`config.mk`:
```
export PLATFORM = sky130hd
export DESIGN_NAME = teclado_scanner_flat
export DESIGN_NICKNAME = d
export VERILOG_FILES = /design/src/rtl/teclado_if.sv /design/src/rtl/teclado_scanner.sv /design/src/flat_wrapper.sv
export SDC_FILE = /design/constraint.sdc
export NUM_CORES = 1
export LEC_CHECK = 0
export CORE_UTILIZATION = 30
export CTS_CLUSTER_SIZE = 30
export DETAILED_ROUTE_END_ITERATION = 8
export GPL_TIMING_DRIVEN = 0
export PLACE_DENSITY = 0.53
export SYNTH_ARGS = -nofsm -noshare
export SYNTH_HDL_FRONTEND = slang
export SYNTH_SLANG_ARGS = --single-unit
```
`constraint.sdc`:
```
create_clock -name clk -period 2.25 [get_ports clk]
set_clock_uncertainty 0.15 [all_clocks]
set_input_delay 0.45 -clock clk [delete_from_list [all_inputs] [get_ports clk]]
set_output_delay 0.45 -clock clk [all_outputs]
set_load 0.02 [all_outputs]
```
`src/rtl/teclado_if.sv`:
```
// Keypad producer/consumer bundle: raw buttons and acknowledge in, load pulses and status out.
interface teclado_if;
  logic [3:0] tecla_n;
  logic       rtecla;
  logic       load1;
  logic       load2;
  logic       load3;
  logic       load4;
  logic       pendiente;
  logic [2:0] estado_dbg;

  modport master (
    input  tecla_n, rtecla,
    output load1, load2, load3, load4, pendiente, estado_dbg
  );

  modport slave (
    output tecla_n, rtecla,
    input  load1, load2, load3, load4, pendiente, estado_dbg
  );
endinterface

```
`src/rtl/teclado_scanner.sv`:
```
// Four-button keypad conditioner: 2-FF sync, press/release debounce, single-key check,
// one registered load pulse per accepted press, lockout until the consumer acknowledges.
module teclado_scanner #(
  parameter int DEBOUNCE_CYCLES = 500000,
  parameter int CNT_W           = 20
) (
  input logic      clk,
  input logic      rst_n,
  teclado_if.master bus
);

  localparam logic [2:0] IDLE     = 3'd0;
  localparam logic [2:0] DB_PRESS = 3'd1;
  localparam logic [2:0] EMIT     = 3'd2;
  localparam logic [2:0] WAIT_REL = 3'd3;
  localparam logic [2:0] DB_REL   = 3'd4;

  localparam logic [CNT_W-1:0] CNT_LAST = CNT_W'(DEBOUNCE_CYCLES - 1);

  logic [3:0]       sync1;
  logic [3:0]       s;
  logic [2:0]       estado;
  logic [CNT_W-1:0] cnt;
  logic [CNT_W-1:0] cnt_next;
  logic [3:0]       patron;
  logic [3:0]       load;
  logic             pendiente;
  logic             bloqueo;
  logic             liberado;
  logic             una_tecla;

  assign liberado  = (s == 4'b1111);
  assign una_tecla = s inside {4'b1110, 4'b1101, 4'b1011, 4'b0111};

  // Saturating increment: the counter never wraps, whatever DEBOUNCE_CYCLES is.
  assign cnt_next = (cnt == '1) ? cnt : cnt + 1'b1;

  // NOTE: every register here uses non-blocking assignment, so all reads in this block
  // see pre-edge values; later assignments in the same block override earlier ones.
  always_ff @(posedge clk) begin
    if (!rst_n) begin
      sync1     <= 4'b1111;
      s         <= 4'b1111;
      estado    <= IDLE;
      cnt       <= '0;
      patron    <= 4'b1111;
      load      <= 4'b0000;
      pendiente <= 1'b0;
      bloqueo   <= 1'b0;
    end else begin
      sync1 <= bus.tecla_n;
      s     <= sync1;
      load  <= 4'b0000;

      // The acknowledge is ignored during EMIT so the key just delivered stays pending.
      if (bus.rtecla && estado != EMIT) pendiente <= 1'b0;

      case (estado)
        IDLE: begin
          // A key seen while pending must be fully released before it can fire again.
          if (liberado)       bloqueo <= 1'b0;
          else if (pendiente) bloqueo <= 1'b1;
          if (una_tecla && !pendiente && !bloqueo) begin
            estado <= DB_PRESS;
            patron <= s;
            cnt    <= '0;
          end
        end
        DB_PRESS: begin
          if (s != patron) begin
            estado <= IDLE;
            cnt    <= '0;
          end else if (cnt >= CNT_LAST) begin
            estado    <= EMIT;
            cnt       <= '0;
            load      <= ~patron;
            pendiente <= 1'b1;
          end else begin
            cnt <= cnt_next;
          end
        end
        EMIT: begin
          estado <= WAIT_REL;
          cnt    <= '0;
        end
        WAIT_REL: begin
          if (liberado) begin
            estado <= DB_REL;
            cnt    <= '0;
          end
        end
        DB_REL: begin
          if (!liberado) begin
            estado <= WAIT_REL;
            cnt    <= '0;
          end else if (cnt >= CNT_LAST) begin
            estado <= IDLE;
            cnt    <= '0;
          end else begin
            cnt <= cnt_next;
          end
        end
        default: begin
          estado <= IDLE;
          cnt    <= '0;
        end
      endcase
    end
  end

  assign bus.load1      = load[0];
  assign bus.load2      = load[1];
  assign bus.load3      = load[2];
  assign bus.load4      = load[3];
  assign bus.pendiente  = pendiente;
  assign bus.estado_dbg = estado;

endmodule

```
`src/flat_wrapper.sv`:
```
// flat-port wrapper written by rule: the top's interface ports become plain ports
module teclado_scanner_flat 
#(
  parameter int DEBOUNCE_CYCLES = 500000,
  parameter int CNT_W           = 20
)
  (clk, rst_n, bus_tecla_n, bus_rtecla, bus_load1, bus_load2, bus_load3, bus_load4, bus_pendiente, bus_estado_dbg);
  teclado_if bus_i ();
  input logic clk;
  input logic rst_n;
  input wire logic [$bits(bus_i.tecla_n)-1:0] bus_tecla_n;
  input wire logic [$bits(bus_i.rtecla)-1:0] bus_rtecla;
  output wire logic [$bits(bus_i.load1)-1:0] bus_load1;
  output wire logic [$bits(bus_i.load2)-1:0] bus_load2;
  output wire logic [$bits(bus_i.load3)-1:0] bus_load3;
  output wire logic [$bits(bus_i.load4)-1:0] bus_load4;
  output wire logic [$bits(bus_i.pendiente)-1:0] bus_pendiente;
  output wire logic [$bits(bus_i.estado_dbg)-1:0] bus_estado_dbg;
  assign bus_i.tecla_n = bus_tecla_n;
  assign bus_i.rtecla = bus_rtecla;
  assign bus_load1 = bus_i.load1;
  assign bus_load2 = bus_i.load2;
  assign bus_load3 = bus_i.load3;
  assign bus_load4 = bus_i.load4;
  assign bus_pendiente = bus_i.pendiente;
  assign bus_estado_dbg = bus_i.estado_dbg;
  teclado_scanner #(.DEBOUNCE_CYCLES(DEBOUNCE_CYCLES), .CNT_W(CNT_W)) u_core (.clk(clk), .rst_n(rst_n), .bus(bus_i));
endmodule
```
# After elaboration in Yosys (flattened, before gate mapping)
# Index checks and enable logic that the tools add are counted.
[word_totals]
register_bits = 41
output_inout_bits = 8
word_cells = 63
[classes]
n_addsub = 1
magnitude_cmp = 1
n_eq_ne = 16
mux = 20
n_bitwise = 4
n_reduce_logical = 13
[op_table]
columns = ["operator", "n"]
rows = [
  ["$mux 20", 6],
  ["$pmux 20 s4", 1],
  ["$add 20x1->20 const B", 1],
  ["$eq 20x20->1 const B", 1],
  ["$ge 20x19->1 const B", 1],
  ["$mux 3", 6],
  ["$eq 4x4->1 const B", 4],
  ["$pmux 3 s5", 1],
  ["$eq 3x2->1 const B", 2],
  ["$mux 1", 6],
  ["$reduce_and 2->1", 3],
  ["$eq 4x3->1 const B", 1],
  ["$ne 2x1->1 const B", 2],
  ["$ne 4x4->1", 1],
  ["$not 4->4", 1],
  ["$reduce_and 4->1", 1],
  ["$reduce_bool 4->1", 1],
  ["$reduce_or 4->1", 1],
  ["$eq 3x1->1 const B", 1],
  ["$eq 3x3->1 const B", 1],
  ["$logic_and 1x1->1", 3],
  ["$logic_not 3->1", 1],
  ["$ne 3x1->1 const B", 1],
  ["$ne 3x2->1 const B", 1],
  ["other kinds (4)", 7],
]

# Logic depth before layout (Yosys ltp)
[depth]
depth_word = 6
mapped_depth = 8

# Least setup slack after synthesis
# OpenSTA, ideal clock, no wires.
[synth_timing]
kind = "flip-flop to flip-flop"
startpoint = "reg u_core.cnt[0]"
endpoint = "reg u_core.cnt[8]"
setup_ns = 0.136
arrival_time_ns = 1.796
required_ns = 1.964
slack_ns = 0.168
stages_incl_launch_ff = 8
path_cell_list = "dfxtp_1 -> ha_1 -> and4_1 -> nand4_1 -> or2_1 -> buf_2 -> a41oi_1 -> a211oi_2"
[synth_between]
elab_chain_cells = 5
elab_cells_between_ends = 8
cone_classes = "1 x add/sub; 1 x order compare; 1 x eq/ne; 5 x mux"
[synth_lines]
columns = ["item", "line_no", "source"]
rows = [
  ["from (decl)", "teclado_scanner.sv:23", "logic [CNT_W-1:0] cnt;"],
  ["from (signal assigned)", "teclado_scanner.sv:79", "cnt <= cnt_next;"],
  ["from (signal assigned)", "teclado_scanner.sv:100", "cnt <= cnt_next;"],
  ["$add 20x1->20 or $eq 20x20->1 (tied branches)", "teclado_scanner.sv:36", "assign cnt_next = (cnt == '1) ? cnt : cnt + 1'b1;"],
  ["$mux 20", "teclado_scanner.sv:36", ""],
  ["$mux 20 *", "teclado_scanner.sv:73, teclado_scanner.sv:96", ""],
  ["$mux 20, on equally long branches", "teclado_scanner.sv:93, teclado_scanner.sv:70", ""],
  ["$pmux 20 s4 *", "teclado_scanner.sv:58", "case (estado)"],
]
# Every way passes the cells marked *; elsewhere a longest branch is shown, timed or not.
# A chain may end at the register's enable or synchronous reset.

# Worst setup path after layout
[layout_timing]
startpoint = "reg u_core.cnt[7]"
endpoint = "reg u_core.cnt[11]"
# Same word-level chain as after synthesis.

==> flow_summary.json <==
{
  "syn_area_mm2": 0.00210,
  "crit_path_end_kind": "register",
  "clockPowerShare_pct": 31.6,
  "yosys-top-cells-area": "dfxtp_1 (39%), a21oi_2 (4.6%), nand3_1 (3.3%), nand2_1 (3.2%), mux2i_1 (2.9%)",
  "cts-root-buf": "clkbuf_8",
  "yosysTopAreaCellShare_pct": 39.0,
  "grtUsageTotal_pct": 14.2,
  "hpwl_mm": 3.24,
  "first_global_vias": 1701,
  "cts_buffers": 5,
  "reg2reg_from": "u_core.cnt[7]",
  "io_pins": 15,
  "drtAntennaViolNets": 0,
  "p_int_uw": 1530,
  "cts.reportedPaths.clkPinSlew_ps": 90,
  "gr-total-overflow": 0,
  "yosys.cell_types.count": 50,
  "synth_commonest_cells": "dfxtp_1 (41), nand2_1 (18), nor2_1 (16), nand3_1 (14), a21oi_2 (11)",
  "drive_gt1_share_pct": 21.5,
  "cp_common_cell": "or4_1",
  "cts_max_level": 2,
  "clk_path_buf_depth": 2,
  "power_density_mw_per_mm2": 875,
  "swShare_pct": 33.0,
  "seqCellArea_um2": 826,
  "worstMarginPinSlew_ps": 525,
  "path_class": "reg -> reg",
  "peakVddDrop_uv": 273,
  "power_switching_uw": 757,
  "hp-class": "reg -> reg",
  "ctsHoldBuffers": 0,
  "cpMaxStageDelayCell": "or4_1",
  "port_buffers": 14,
  "critical_path_required_ps": 2330,
  "max_slew_margin_pct": 64.7,
  "nets": 272,
  "seq_area_frac_synth_pct": 39.0,
  "core_area_mm2": 0.00679,
  "avgViaCountPerCell": 5.16,
  "syn_nets": 239,
  "fill_cells": 697,
  "dp_slack_ps": -175,
  "seqPwrFrac_pct": 35.2,
  "status": "finished clean",
  "report.final.setup_viol": 0,
  "min_from": "u_core.sync1[1]",
  "synth.largest_area_cell": "dfxtp_1",
  "vias": 1862,
  "synthCells": 231,
  "drt_pass1_iterations": 4,
  "clk_latency_ps": 300,
  "drt_iter0_drc": 186,
  "grt_pass1_wl_mm": 8.25,
  "startpoint": "u_core.cnt[7]",
  "wl_per_cell_um": 13.5,
  "rsz0062_at_grt": "false",
  "synth-edff-count": 0,
  "slowest_delay_ps": 530,
  "max_freq_mhz": 461,
  "leakage_uw": 0.000850,
  "layout_setup_ws_ps": 80.8,
  "synth-async-reset-ratio_pct": 0,
  "cts_tree": "done",
  "drcViolationCount": 0,
  "maxCapViolCount": 0,
  "period_share_pct": 96.4,
  "start_util_pct": 30.9,
  "syn_avg_cell_area_um2": 9.10,
  "final_cell_count_no_fill": 361,
  "globalplace.congestion": 0.769,
  "grt_max_degree": 15,
  "placementRows": 30,
  "synth-seq-cells": 41,
  "diodes": 0,
  "finalWirelength_mm": 4.88,
  "ys.flop_type": "dfxtp_1",
  "clock_sinks": 41,
  "hold_viol": 0,
  "crit_arrival_ps": 2250,
  "slew_viol_final": 0,
  "syn_to_final_growth_pct": 24.6,
  "multi_input_area_mm2": 0.00119,
  "floorplan.die.height_um": 85.7,
  "grt_antenna_before_repair": 0,
  "yosysWarningCount": 0,
  "placedCellCount": 341,
  "layout_min_cycle_time_ps": 2170,
  "crit_fanout": 8,
  "power_frac_comb_pct": 33.1,
  "cp_top_family": "simple AND/OR/NAND/NOR gates",
  "synth_most_common_cell": "dfxtp_1",
  "start_kind": "register",
  "die_x_um": 85.7,
  "dieArea_mm2": 0.00735,
  "crit_buf_inv": 1,
  "worstPathCellList": "nand3_1 -> or4_1 -> clkbuf_1 -> or4_1 -> a21oi_2"
}
-- per-stage QoR --
stage	hold slack (ps)	instance area, um2	setup TNS [ps]	util (%)	total power [uW]
detailed placement	242	2360	-1490	34.8	1450
floorplan	236	2100	0	-	1270
global placement	239	2360	-1630	34.8	1460
global route	271	2620	0	38.5	2400
CTS	252	2550	0	37.6	2250
finish	247	2620	0	38.5	2290
-- power groups by stage --
stage | Sequential [uW] | Combinational [uW] | Clock, uW
after floorplan | 829 | 439 | 0
after global placement | 821 | 638 | 0
after detailed placement | 820 | 633 | 0
after CTS | 803 | 708 | 739
after global routing | 817 | 817 | 770
final | 807 | 759 | 725
-- registers in the layout (all words and copies together) (netlist names) --
signal	cells
u_core.cnt	20
u_core.load	4
u_core.patron	4
u_core.s	4
u_core.sync1	4
u_core.bus.estado_dbg	3
u_core.bloqueo	1
u_core.bus.pendiente	1
-- cell families (layout without fill, tap and decap cells) --
logic type / Yosys count / count (layout) / share of synthesized area [%]
AOI/OAI and AO/OA: 56 / 56 / 21.7
xor gates and xnor gates: 5 / 5 / 2.08
adders and majority gates: 1 / 1 / 0.595
buffers and inverters: 21 / 55 / 5.00
DFF: 41 / 41 / 39.0
muxes: 6 / 6 / 2.86
and+or+nand+nor: 101 / 101 / 28.7
-- layout make-up --
type | instances | share of cell area, %
inverters | 9 | 1.29
multi-input cells | 169 | 45.5
plain buffers | 12 | 2.87
flip-flops and latches | 41 | 31.5
clock buffers | 5 | 2.63
repair buffers | 26 | 8.93
well taps | 96 | 4.59
clock inverters | 3 | 2.63
-- timing repair --
| item | CTS | global route |
|---|---|---|
| buffers inserted | 7 | 5 |
| resized for setup | 1 | 11 |
| pin swaps | 3 | 4 |
| gates cloned | 0 | 0 |
| hold endpoints to repair | 0 | 0 |
| setup endpoints to repair | 19 | 10 |
-- final timing paths --
check	endpoint	slack, ps	cells past startpoint
setup reg to reg	u_core.cnt[11]	80	5
hold / removal	u_core.s[1]	250	1
setup / recovery	u_core.cnt[11]	80	5
hold reg to reg	u_core.s[1]	250	1
-- routing by layer --
metal  share of wire [%]  up-vias  GRT usage (%)
li1                    -      935              -
met1                  48      882           18.9
met2                  47       37           23.3
met3                 3.5        8           2.98
met4                 1.4        0           4.09
met5                   0        -              0
-- cells in the final DEF, fill, tap and decap left out, types with 2 or more instances in the layout --
cell type,synthesis,routed
nand4_1,5,5
nor3_2,2,2
or3_1,3,3
or4_1,8,8
nand2_1,18,18
o31ai_1,8,8
o21ai_0,7,6
nand4b_1,5,5
clkbuf_1,5,4
nor2_1,16,16
nand2b_1,9,9
mux2i_1,6,6
bufinv_16,0,2
clkdlybuf4s50_1,0,14
clkbuf_8,0,5
a311oi_1,2,2
o41ai_1,3,3
a211oi_2,2,2
nand3_1,14,14
a21oi_1,10,10
inv_1,9,9
dfxtp_2,0,4
and4_1,5,5
buf_4,3,14
a21oi_2,11,11
buf_2,3,3
nor3_1,4,4
xnor2_1,5,5
dfxtp_1,41,37
Note: power is estimated with default switching activity, not from simulation.
